**config.mk**
```make
export PLATFORM = sky130hd
export DESIGN_NAME = sram_arb_controller
export DESIGN_NICKNAME = d
export VERILOG_FILES = /design/src/rtl/sram_arb_pkg.sv /design/src/rtl/rr_arbiter.sv /design/src/rtl/sram_arb_controller.sv
export SDC_FILE = /design/constraint.sdc
export NUM_CORES = 1
export LEC_CHECK = 0
export BUFFER_PORTS_ARGS = -buffer_cell sky130_fd_sc_hd__buf_4
export CAP_MARGIN = 40
export CORE_UTILIZATION = 36
export DETAILED_ROUTE_END_ITERATION = 6
export PLACE_DENSITY_LB_ADDON = 0.05
export SKIP_LAST_GASP = 1
export SLEW_MARGIN = 10
export SYNTH_ARGS = -nofsm -noshare
export SYNTH_HDL_FRONTEND = slang
export SYNTH_SLANG_ARGS = --single-unit
```
**constraint.sdc**
```tcl
create_clock -name clock -period 1.5 [get_ports clock]
set_input_delay 0.075 -clock clock [delete_from_list [all_inputs] [get_ports clock]]
set_output_delay 0.075 -clock clock [all_outputs]
set_load 0.01 [all_outputs]
```
**src/rtl/sram_arb_pkg.sv**
```systemverilog
// Shared constants for the SRAM arbiter/controller.
// Read latency is 2 cycles by default, 3 when SRAM_ARB_OUT_REG_EN is defined.
package sram_arb_pkg;
  localparam int MAX_PORTS   = 8;
  localparam int RD_LAT_BASE = 2;
  localparam int RD_LAT_REG  = 3;

  // Width of a port index; never narrower than one bit so single-port builds stay legal.
  function automatic int idx_w(input int n);
    return (n <= 1) ? 1 : $clog2(n);
  endfunction
endpackage

```
**src/rtl/rr_arbiter.sv**
```systemverilog
// Combinational round-robin arbiter: grants the first requester at or after ptr,
// wrapping modulo N. Emits a one-hot grant, the winner index and an any-grant flag.
module rr_arbiter
  import sram_arb_pkg::*;
#(
  parameter int N  = 2,
  parameter int IW = idx_w(N)
) (
  input  logic [N-1:0]  req,
  input  logic [IW-1:0] ptr,
  output logic [N-1:0]  gnt,
  output logic [IW-1:0] win,
  output logic          any
);

  // Scan N slots starting at ptr; the first requester found wins.
  always_comb begin
    int j;
    j   = 0;
    gnt = '0;
    win = '0;
    any = 1'b0;
    for (int k = 0; k < N; k++) begin
      j = int'(ptr) + k;
      if (j >= N) j = j - N;
      if (!any && req[j]) begin
        gnt[j] = 1'b1;
        win    = IW'(j);
        any    = 1'b1;
      end
    end
  end

endmodule

```
**src/rtl/sram_arb_controller.sv**
```systemverilog
// Multi-port SRAM controller: round-robin arbitration, registered SRAM command,
// read-tag pipeline routing read data back to the issuing port.
// Define SRAM_ARB_OUT_REG_EN to register rsp_valid/rsp_data (read latency 3 instead of 2).
module sram_arb_controller
  import sram_arb_pkg::*;
#(
  parameter int ADDR_WIDTH = 7,
  parameter int DATA_WIDTH = 32,
  parameter int NUM_PORTS  = 2
) (
  input  logic                            clock,
  input  logic                            reset,
  input  logic [NUM_PORTS-1:0]            req_valid,
  output logic [NUM_PORTS-1:0]            req_ready,
  input  logic [NUM_PORTS-1:0]            req_rw,
  input  logic [NUM_PORTS*ADDR_WIDTH-1:0] req_addr,
  input  logic [NUM_PORTS*DATA_WIDTH-1:0] req_write_data,
  output logic [NUM_PORTS-1:0]            rsp_valid,
  output logic [DATA_WIDTH-1:0]           rsp_data,
  input  logic [DATA_WIDTH-1:0]           sram_out_data,
  output logic                            sram_enable,
  output logic                            sram_rw,
  output logic [ADDR_WIDTH-1:0]           sram_addr,
  output logic [DATA_WIDTH-1:0]           sram_write_data
);

  localparam int IW = idx_w(NUM_PORTS);

  logic [NUM_PORTS-1:0]  gnt;
  logic [IW-1:0]         win;
  logic                  any;
  logic                  xfer;

  logic [IW-1:0]         rr_ptr_q, rr_ptr_d;
  logic                  sram_en_q, sram_en_d;
  logic                  sram_rw_q, sram_rw_d;
  logic [ADDR_WIDTH-1:0] sram_addr_q, sram_addr_d;
  logic [DATA_WIDTH-1:0] sram_wdata_q, sram_wdata_d;
  // Stage 0 lines up with the SRAM command, stage 1 with sram_out_data.
  logic [1:0]            vld_pipe_q, vld_pipe_d;
  logic [1:0][IW-1:0]    tag_pipe_q, tag_pipe_d;
  logic [NUM_PORTS-1:0]  rsp_vec;

  rr_arbiter #(.N(NUM_PORTS), .IW(IW)) u_arb (
    .req (req_valid),
    .ptr (rr_ptr_q),
    .gnt (gnt),
    .win (win),
    .any (any)
  );

  // Grants are suppressed during reset so nothing transfers on a reset edge.
  assign req_ready = reset ? '0 : gnt;
  assign xfer      = any & ~reset;

  // Next-state for pointer, SRAM command register and read-tag shift register.
  always_comb begin
    rr_ptr_d     = rr_ptr_q;
    sram_en_d    = xfer;
    sram_rw_d    = sram_rw_q;
    sram_addr_d  = sram_addr_q;
    sram_wdata_d = sram_wdata_q;
    if (xfer) begin
      rr_ptr_d     = (win == IW'(NUM_PORTS - 1)) ? '0 : win + IW'(1);
      sram_rw_d    = req_rw[win];
      sram_addr_d  = req_addr[int'(win)*ADDR_WIDTH +: ADDR_WIDTH];
      sram_wdata_d = req_write_data[int'(win)*DATA_WIDTH +: DATA_WIDTH];
    end
    vld_pipe_d    = {vld_pipe_q[0], xfer & ~req_rw[win]};
    tag_pipe_d[1] = tag_pipe_q[0];
    tag_pipe_d[0] = win;
  end

  // Controller state; reset also drops any reads still in flight.
  always_ff @(posedge clock) begin
    if (reset) begin
      rr_ptr_q     <= '0;
      sram_en_q    <= 1'b0;
      sram_rw_q    <= 1'b0;
      sram_addr_q  <= '0;
      sram_wdata_q <= '0;
      vld_pipe_q   <= '0;
      tag_pipe_q   <= '0;
    end else begin
      rr_ptr_q     <= rr_ptr_d;
      sram_en_q    <= sram_en_d;
      sram_rw_q    <= sram_rw_d;
      sram_addr_q  <= sram_addr_d;
      sram_wdata_q <= sram_wdata_d;
      vld_pipe_q   <= vld_pipe_d;
      tag_pipe_q   <= tag_pipe_d;
    end
  end

  assign sram_enable     = sram_en_q;
  assign sram_rw         = sram_rw_q;
  assign sram_addr       = sram_addr_q;
  assign sram_write_data = sram_wdata_q;

  // Decode the tag that is aligned with valid SRAM read data into a one-hot strobe.
  always_comb begin
    rsp_vec = '0;
    if (vld_pipe_q[1]) rsp_vec[tag_pipe_q[1]] = 1'b1;
  end

`ifdef SRAM_ARB_OUT_REG_EN
  logic [NUM_PORTS-1:0]  rsp_valid_q, rsp_valid_d;
  logic [DATA_WIDTH-1:0] rsp_data_q, rsp_data_d;

  // Capture read data only when a response is due; otherwise hold it steady.
  always_comb begin
    rsp_valid_d = rsp_vec;
    rsp_data_d  = vld_pipe_q[1] ? sram_out_data : rsp_data_q;
  end

  // Output register stage for the response.
  always_ff @(posedge clock) begin
    if (reset) begin
      rsp_valid_q <= '0;
      rsp_data_q  <= '0;
    end else begin
      rsp_valid_q <= rsp_valid_d;
      rsp_data_q  <= rsp_data_d;
    end
  end

  assign rsp_valid = rsp_valid_q;
  assign rsp_data  = rsp_data_q;
`else
  assign rsp_valid = rsp_vec;
  assign rsp_data  = sram_out_data;
`endif

endmodule

```
Word level (Yosys, flattened, before mapping)
Index checks and enable logic that the tools add are counted.
{"block": "op_classes", "n_addsub": 4, "n_mul": 1, "order_cmp": 9, "shifts": 2, "mux": 25, "n_bitwise": 5, "n_reduce_logical": 5}
{"cell": "$ge 32x1->1 const B", "n": 2}
{"cell": "$lt 32x3->1 const B", "n": 2}
{"cell": "$mux 32", "n": 2}
{"cell": "$shiftx 64x7->32", "n": 1}
{"cell": "$ge 32x3->1 const B", "n": 1}
{"cell": "$sub 32x3->32 const B", "n": 1}
{"cell": "$mux 1", "n": 16}
{"cell": "$shiftx 14x5->7", "n": 1}
{"cell": "$mux 2", "n": 4}
{"cell": "$logic_and 1x1->1", "n": 4}
{"cell": "$lt 1x2->1 const B", "n": 2}
{"cell": "$mul 1x3->4 const B", "n": 1}
{"cell": "$demux 1 s1", "n": 3}
{"cell": "$sub 1x2->3 const B", "n": 1}
{"cell": "$add 1x1->2 const B", "n": 1}
{"cell": "$and 1x1->1", "n": 2}
{"cell": "$ge 1x2->1 const B", "n": 1}
{"cell": "$not 1->1", "n": 2}
{"cell": "$or 2x2->2", "n": 1}
{"cell": "$add 1x1->1 const B", "n": 1}
{"cell": "$ge 1x1->1 const B", "n": 1}
{"cell": "$logic_not 1->1", "n": 1}
{"block": "word_totals", "register_bits": 46, "in_bits": 116, "output_inout_bits": 77, "wordCells": 59}

Logic depth before layout (Yosys ltp)
{"block": "depth", "word_depth": 13, "depth_mapped": 6, "mapped_depth_nobuf": 3}

By module
Synthesis repeated with hierarchy kept, for this count alone.
{"block": "unflattened", "hier_cells": 234, "hier_area_um2": 2273.4}
{"module": "sram_arb_controller", "instances": 1, "cells_per_inst": 229, "area_each_um2": 2240.9, "seq_area_each_um2": 920.9}
{"module": "rr_arbiter", "instances": 1, "cells_per_inst": 5, "area_each_um2": 32.5, "seq_area_each_um2": 0.0}

Worst setup path before layout
Ideal clock, no wire load.
{"block": "synth_path", "path_kind": "register to register", "start": "register rr_ptr_q", "end": "register sram_addr_q[0], in the netlist sram_addr[0]", "setup_time_ps": 122, "t_arrival_ps": 1038, "required_time_ps": 1378, "slack_ps": 340, "stages_incl_launch_ff": 5, "n_path_buf": 1, "period_less_slack_ps": 1160, "cell_sequence": "dfxtp_1 > and2b_1 > nor3_2 > buf_4 > a221o_1"}
{"block": "synth_between", "elab_chain_cells": 11}
{"element": "start: declaration", "line_no": "sram_arb_controller.sv:34", "rtl": "logic [IW-1:0] rr_ptr_q, rr_ptr_d;"}
{"element": "start signal: assignment", "line_no": "sram_arb_controller.sv:85", "rtl": "rr_ptr_q <= rr_ptr_d;"}
{"element": "parallel branches: the longest is 11 deep, another holds $sub 32x3->32"}
{"element": "end signal: assignment", "line_no": "sram_arb_controller.sv:88", "rtl": "sram_addr_q <= sram_addr_d;"}
{"element": "end: declaration", "line_no": "sram_arb_controller.sv:37", "rtl": "logic [ADDR_WIDTH-1:0] sram_addr_q, sram_addr_d;"}
Parallel ways; which one is timed is not known. The select of a mux whose other input is x is not followed.
A chain may end at the register's enable or synchronous reset.

Worst setup path in the final report
{"block": "layout_path", "start": "register rr_ptr_q", "end": "output req_ready[1]"}
{"block": "layout_between", "elab_chain_cells": 10}
{"element": "$add 1x1->2 (tied with other cells)", "line_no": "rr_arbiter.sv:24", "rtl": "j = int'(ptr) + k;"}
{"element": "$sub 32x3->32 (tied with other cells)", "line_no": "rr_arbiter.sv:25", "rtl": "if (j >= N) j = j - N;"}
{"element": "$mux 32 (tied with other cells)", "line_no": "rr_arbiter.sv:25"}
{"element": "$ge 32x1->1 (not written as such) (tied with other cells)", "line_no": "rr_arbiter.sv:27", "rtl": "gnt[j] = 1'b1;"}
{"element": "$logic_and 1x1->1 (not written as such) (tied with other cells)", "line_no": "rr_arbiter.sv:27"}
{"element": "$mux 1 (not written as such) (tied with other cells)", "line_no": "rr_arbiter.sv:27"}
{"element": "$demux 1 s1 (tied with other cells)"}
{"element": "$or 2x2->2 (no line) or $logic_and 1x1->1 (tied branches)"}
{"element": "$mux 2 (*)", "line_no": "rr_arbiter.sv:26", "rtl": "if (!any && req[j]) begin"}
{"element": "$mux 2 (*)", "line_no": "sram_arb_controller.sv:53", "rtl": "assign req_ready = reset ? '0 : gnt;"}
{"element": "end: declaration", "line_no": "sram_arb_controller.sv:14", "rtl": "output logic [NUM_PORTS-1:0] req_ready,"}
Every way passes the cells marked *; elsewhere a longest branch is shown, timed or not. The select of a mux whose other input is x is not followed.

==> qor.csv <==
metric,value,unit
Required @ worst endpoint,1.42,ns
unrepaired setup endpoints after global routing,true,
Final setup viols,0,
Tot GR Track Use,0.219,
P_leak,1.65,nW
TNS Setup,0,ns
number of synthesized flops with an enable pin,0,
Synth top cells by count,"dfxtp_1 (46), a221o_1 (39), buf_4 (36)",
Tmin final,1.47,ns
initial antenna violation count,0,
Setup Skew,0.00333,ns
# IOs,193,
Worst setup EP type,primary output,
GRT overflow,0,
TritonCTS Buffers,5,
CTS sink count,46,
Starting DRT DRC Count,63,
"Slowest-stage cell, CP",dfxtp_2,
total power,2.78,mW
Clock Path Buffers,2,
Post-Layout Inst Area,3510,sq um
IO buf count,128,
Placed Cells,351,
pwr/cell area,790,nW/um^2
DP HPWL,4220,um
Routed Antenna Nets,0,
outcome,"finished, final reports clean",
core region area,5470,sq um
Worst path top cell family by delay,simple AND/OR/NAND/NOR gates,
Starting Density,0.372,
worst hold path class,in2reg,
Max IR drop VDD,395,uV
DRC viols,0,
area grow syn2layout,72.4,%
Final Hold Viols,0,
CTS tree,yes,
top post-synthesis cells by area,"dfxtp_1 (45%), a221o_1 (19%), buf_4 (13%)",
max_slew headroom,0.416,
post-synthesis sequential area ratio,0.452,
Max Fclk,679,MHz
Max H-tree Level,2,
global-route wire length before repair,10100,um
Via density,4.85,
Die ar.,5970,sq um
top-count cell post-synth,dfxtp_1,
Total Nets Final,462,
Clock Latency Late Sink,0.29,ns
FP Rows,27,
number of max-cap violations,0,
root buf cell,clkbuf_8,
cell count after synthesis,188,
"flops & latches, synth",46,
"Cell Count, Final, Fillers Out",418,
routed wire length,6610,um
"Avg Cell Area, Syn",10.8,sq um
critical path class,reg2out,
Die Width,77.2,um
vias in the first global route,2019,
gpl congestion,0.776,
Final Util,0.642,
Worst path max stage delay,0.34,ns
Worst setup SP type,flop,
Synth async-reset ratio,0,
crit-path cells,and2b_2 -> nor3_4 -> buf_12 -> buf_6,
largest net degree at the start of global routing,31,
routed len/inst,15.8,um
Netlist cell types,18,
crit path max fanout,7,
Worst Path Arrival,1.40,ns
Die H,77.2,um
vias after detailed routing,2028,
drt first pass iters,4,
Worst Max-Slew Pin Slew,0.873,ns
Worst-path clk slew,0.08,ns
WP buf/inv,2,
FILL cells,464,
most used flip-flop cell after synthesis,dfxtp_1,
diodes inserted,0,
layout cell share with drive strength beyond 1,0.445,
top-area cell type share of the netlist area,0.452,
"Cell Area, Synth",2040,sq um
placed instance area,2820,sq um
yosys warns,0,
"Slew Viols, Final",0,
post-synth net total,304,
final worst path period share,0.981,
cell taking the most area after synthesis,dfxtp_1,
-- state kept, by name (all words and copies together), names as in the netlist --
name	cells
sram_rw	1
vld_pipe_q	2
sram_addr	7
tag_pipe_q	1
sram_write_data	32
tag_pipe_d	1
sram_enable	1
rr_ptr_q	1
-- what timing repair did --
action                     CTS  global route
gates resized for setup      2             4
buffers inserted             0             5
hold buffers                49             5
hold endpoints to repair    26             3
gates cloned                 0             1
pin swaps                    0             1
setup endpoints to repair    1             1
-- area by class of cell --
| cell class | count | area (sq um) | share of cell area |
|---|---|---|---|
| timing repair buffer | 196 | 1650 | 0.470 |
| sequential | 46 | 922 | 0.262 |
| multi-input combinational | 96 | 768 | 0.219 |
| tap | 72 | 90.1 | 0.0256 |
| clock buffer | 7 | 76.3 | 0.0217 |
| inverter | 1 | 3.75 | 0.00107 |
-- power breakdown --
group / total [mW] / switching [mW] / leakage [nW] / internal, mW
clock network: 0.708 / 0.387 / 0.0383 / 0.322
registers: 1.36 / 0.0457 / 0.382 / 1.32
logic: 0.704 / 0.244 / 1.23 / 0.459
total: 2.78 / 0.677 / 1.65 / 2.10
-- cells by family after synthesis --
| logic type | synth area share |
|---|---|
| flip-flops | 0.452 |
| AO/OA/AOI/OAI | 0.203 |
| AND/OR/NAND/NOR | 0.167 |
| buffers and inverters | 0.178 |
-- per-layer routing --
metal / share of wire / vias up / global-route usage
met5: 0 / - / 0
met2: 0.51 / 114 / 0.388
li1: - / 965 / -
met4: 0.035 / 0 / 0.115
met3: 0.078 / 24 / 0.0738
met1: 0.38 / 925 / 0.227
-- metrics by stage --
| stage | hold WS, ns | setup WS, ns |
|---|---|---|
| 6_report | 0.00985 | 0.0279 |
| 5_1_grt | 0.000128 | -0.0333 |
| 4_1_cts | 0.000439 | 0.00159 |
| 3_5_place_dp | 0.150 | -0.106 |
| 3_3_place_gp | 0.150 | -0.0284 |
| 2_1_floorplan | 0.191 | 0.340 |
-- cell usage in the layout, fill, tap and decap left out, types with 2 or more instances in the layout --
cell type      instances
dlygate4sd3_1         54
dfxtp_1               45
nor2_1                 3
and2_1                30
and2_0                10
clkbuf_1               2
nor2b_1                4
buf_12                 2
nor3_4                 2
a221o_1               39
clkbuf_8               5
nor3_1                 3
buf_4                138
-- final timing paths --
check	cells past startpoint	end	slack (ns)	from
worst max-delay path	4	req_ready[1]	0.03	rr_ptr_q$_SDFFE_PP0P_
worst min-delay path	2	sram_write_data[1]$_SDFFE_PP0P_	0.01	req_write_data[33]
worst max register to register	4	sram_write_data[11]$_SDFFE_PP0P_	0.10	rr_ptr_q$_SDFFE_PP0P_
worst min register to register	1	tag_pipe_q[1]$_SDFF_PP0_	0.44	tag_pipe_d[1]$_SDFF_PP0_
-- worst register-to-register path, cell delays in order (launching register included) --
cell and delay (ns):
dfxtp_2 0.34, and2b_2 0.25, nor3_4 0.27, buf_4 0.29, a221o_1 0.20
Note: power is estimated with default switching activity, not from simulation.
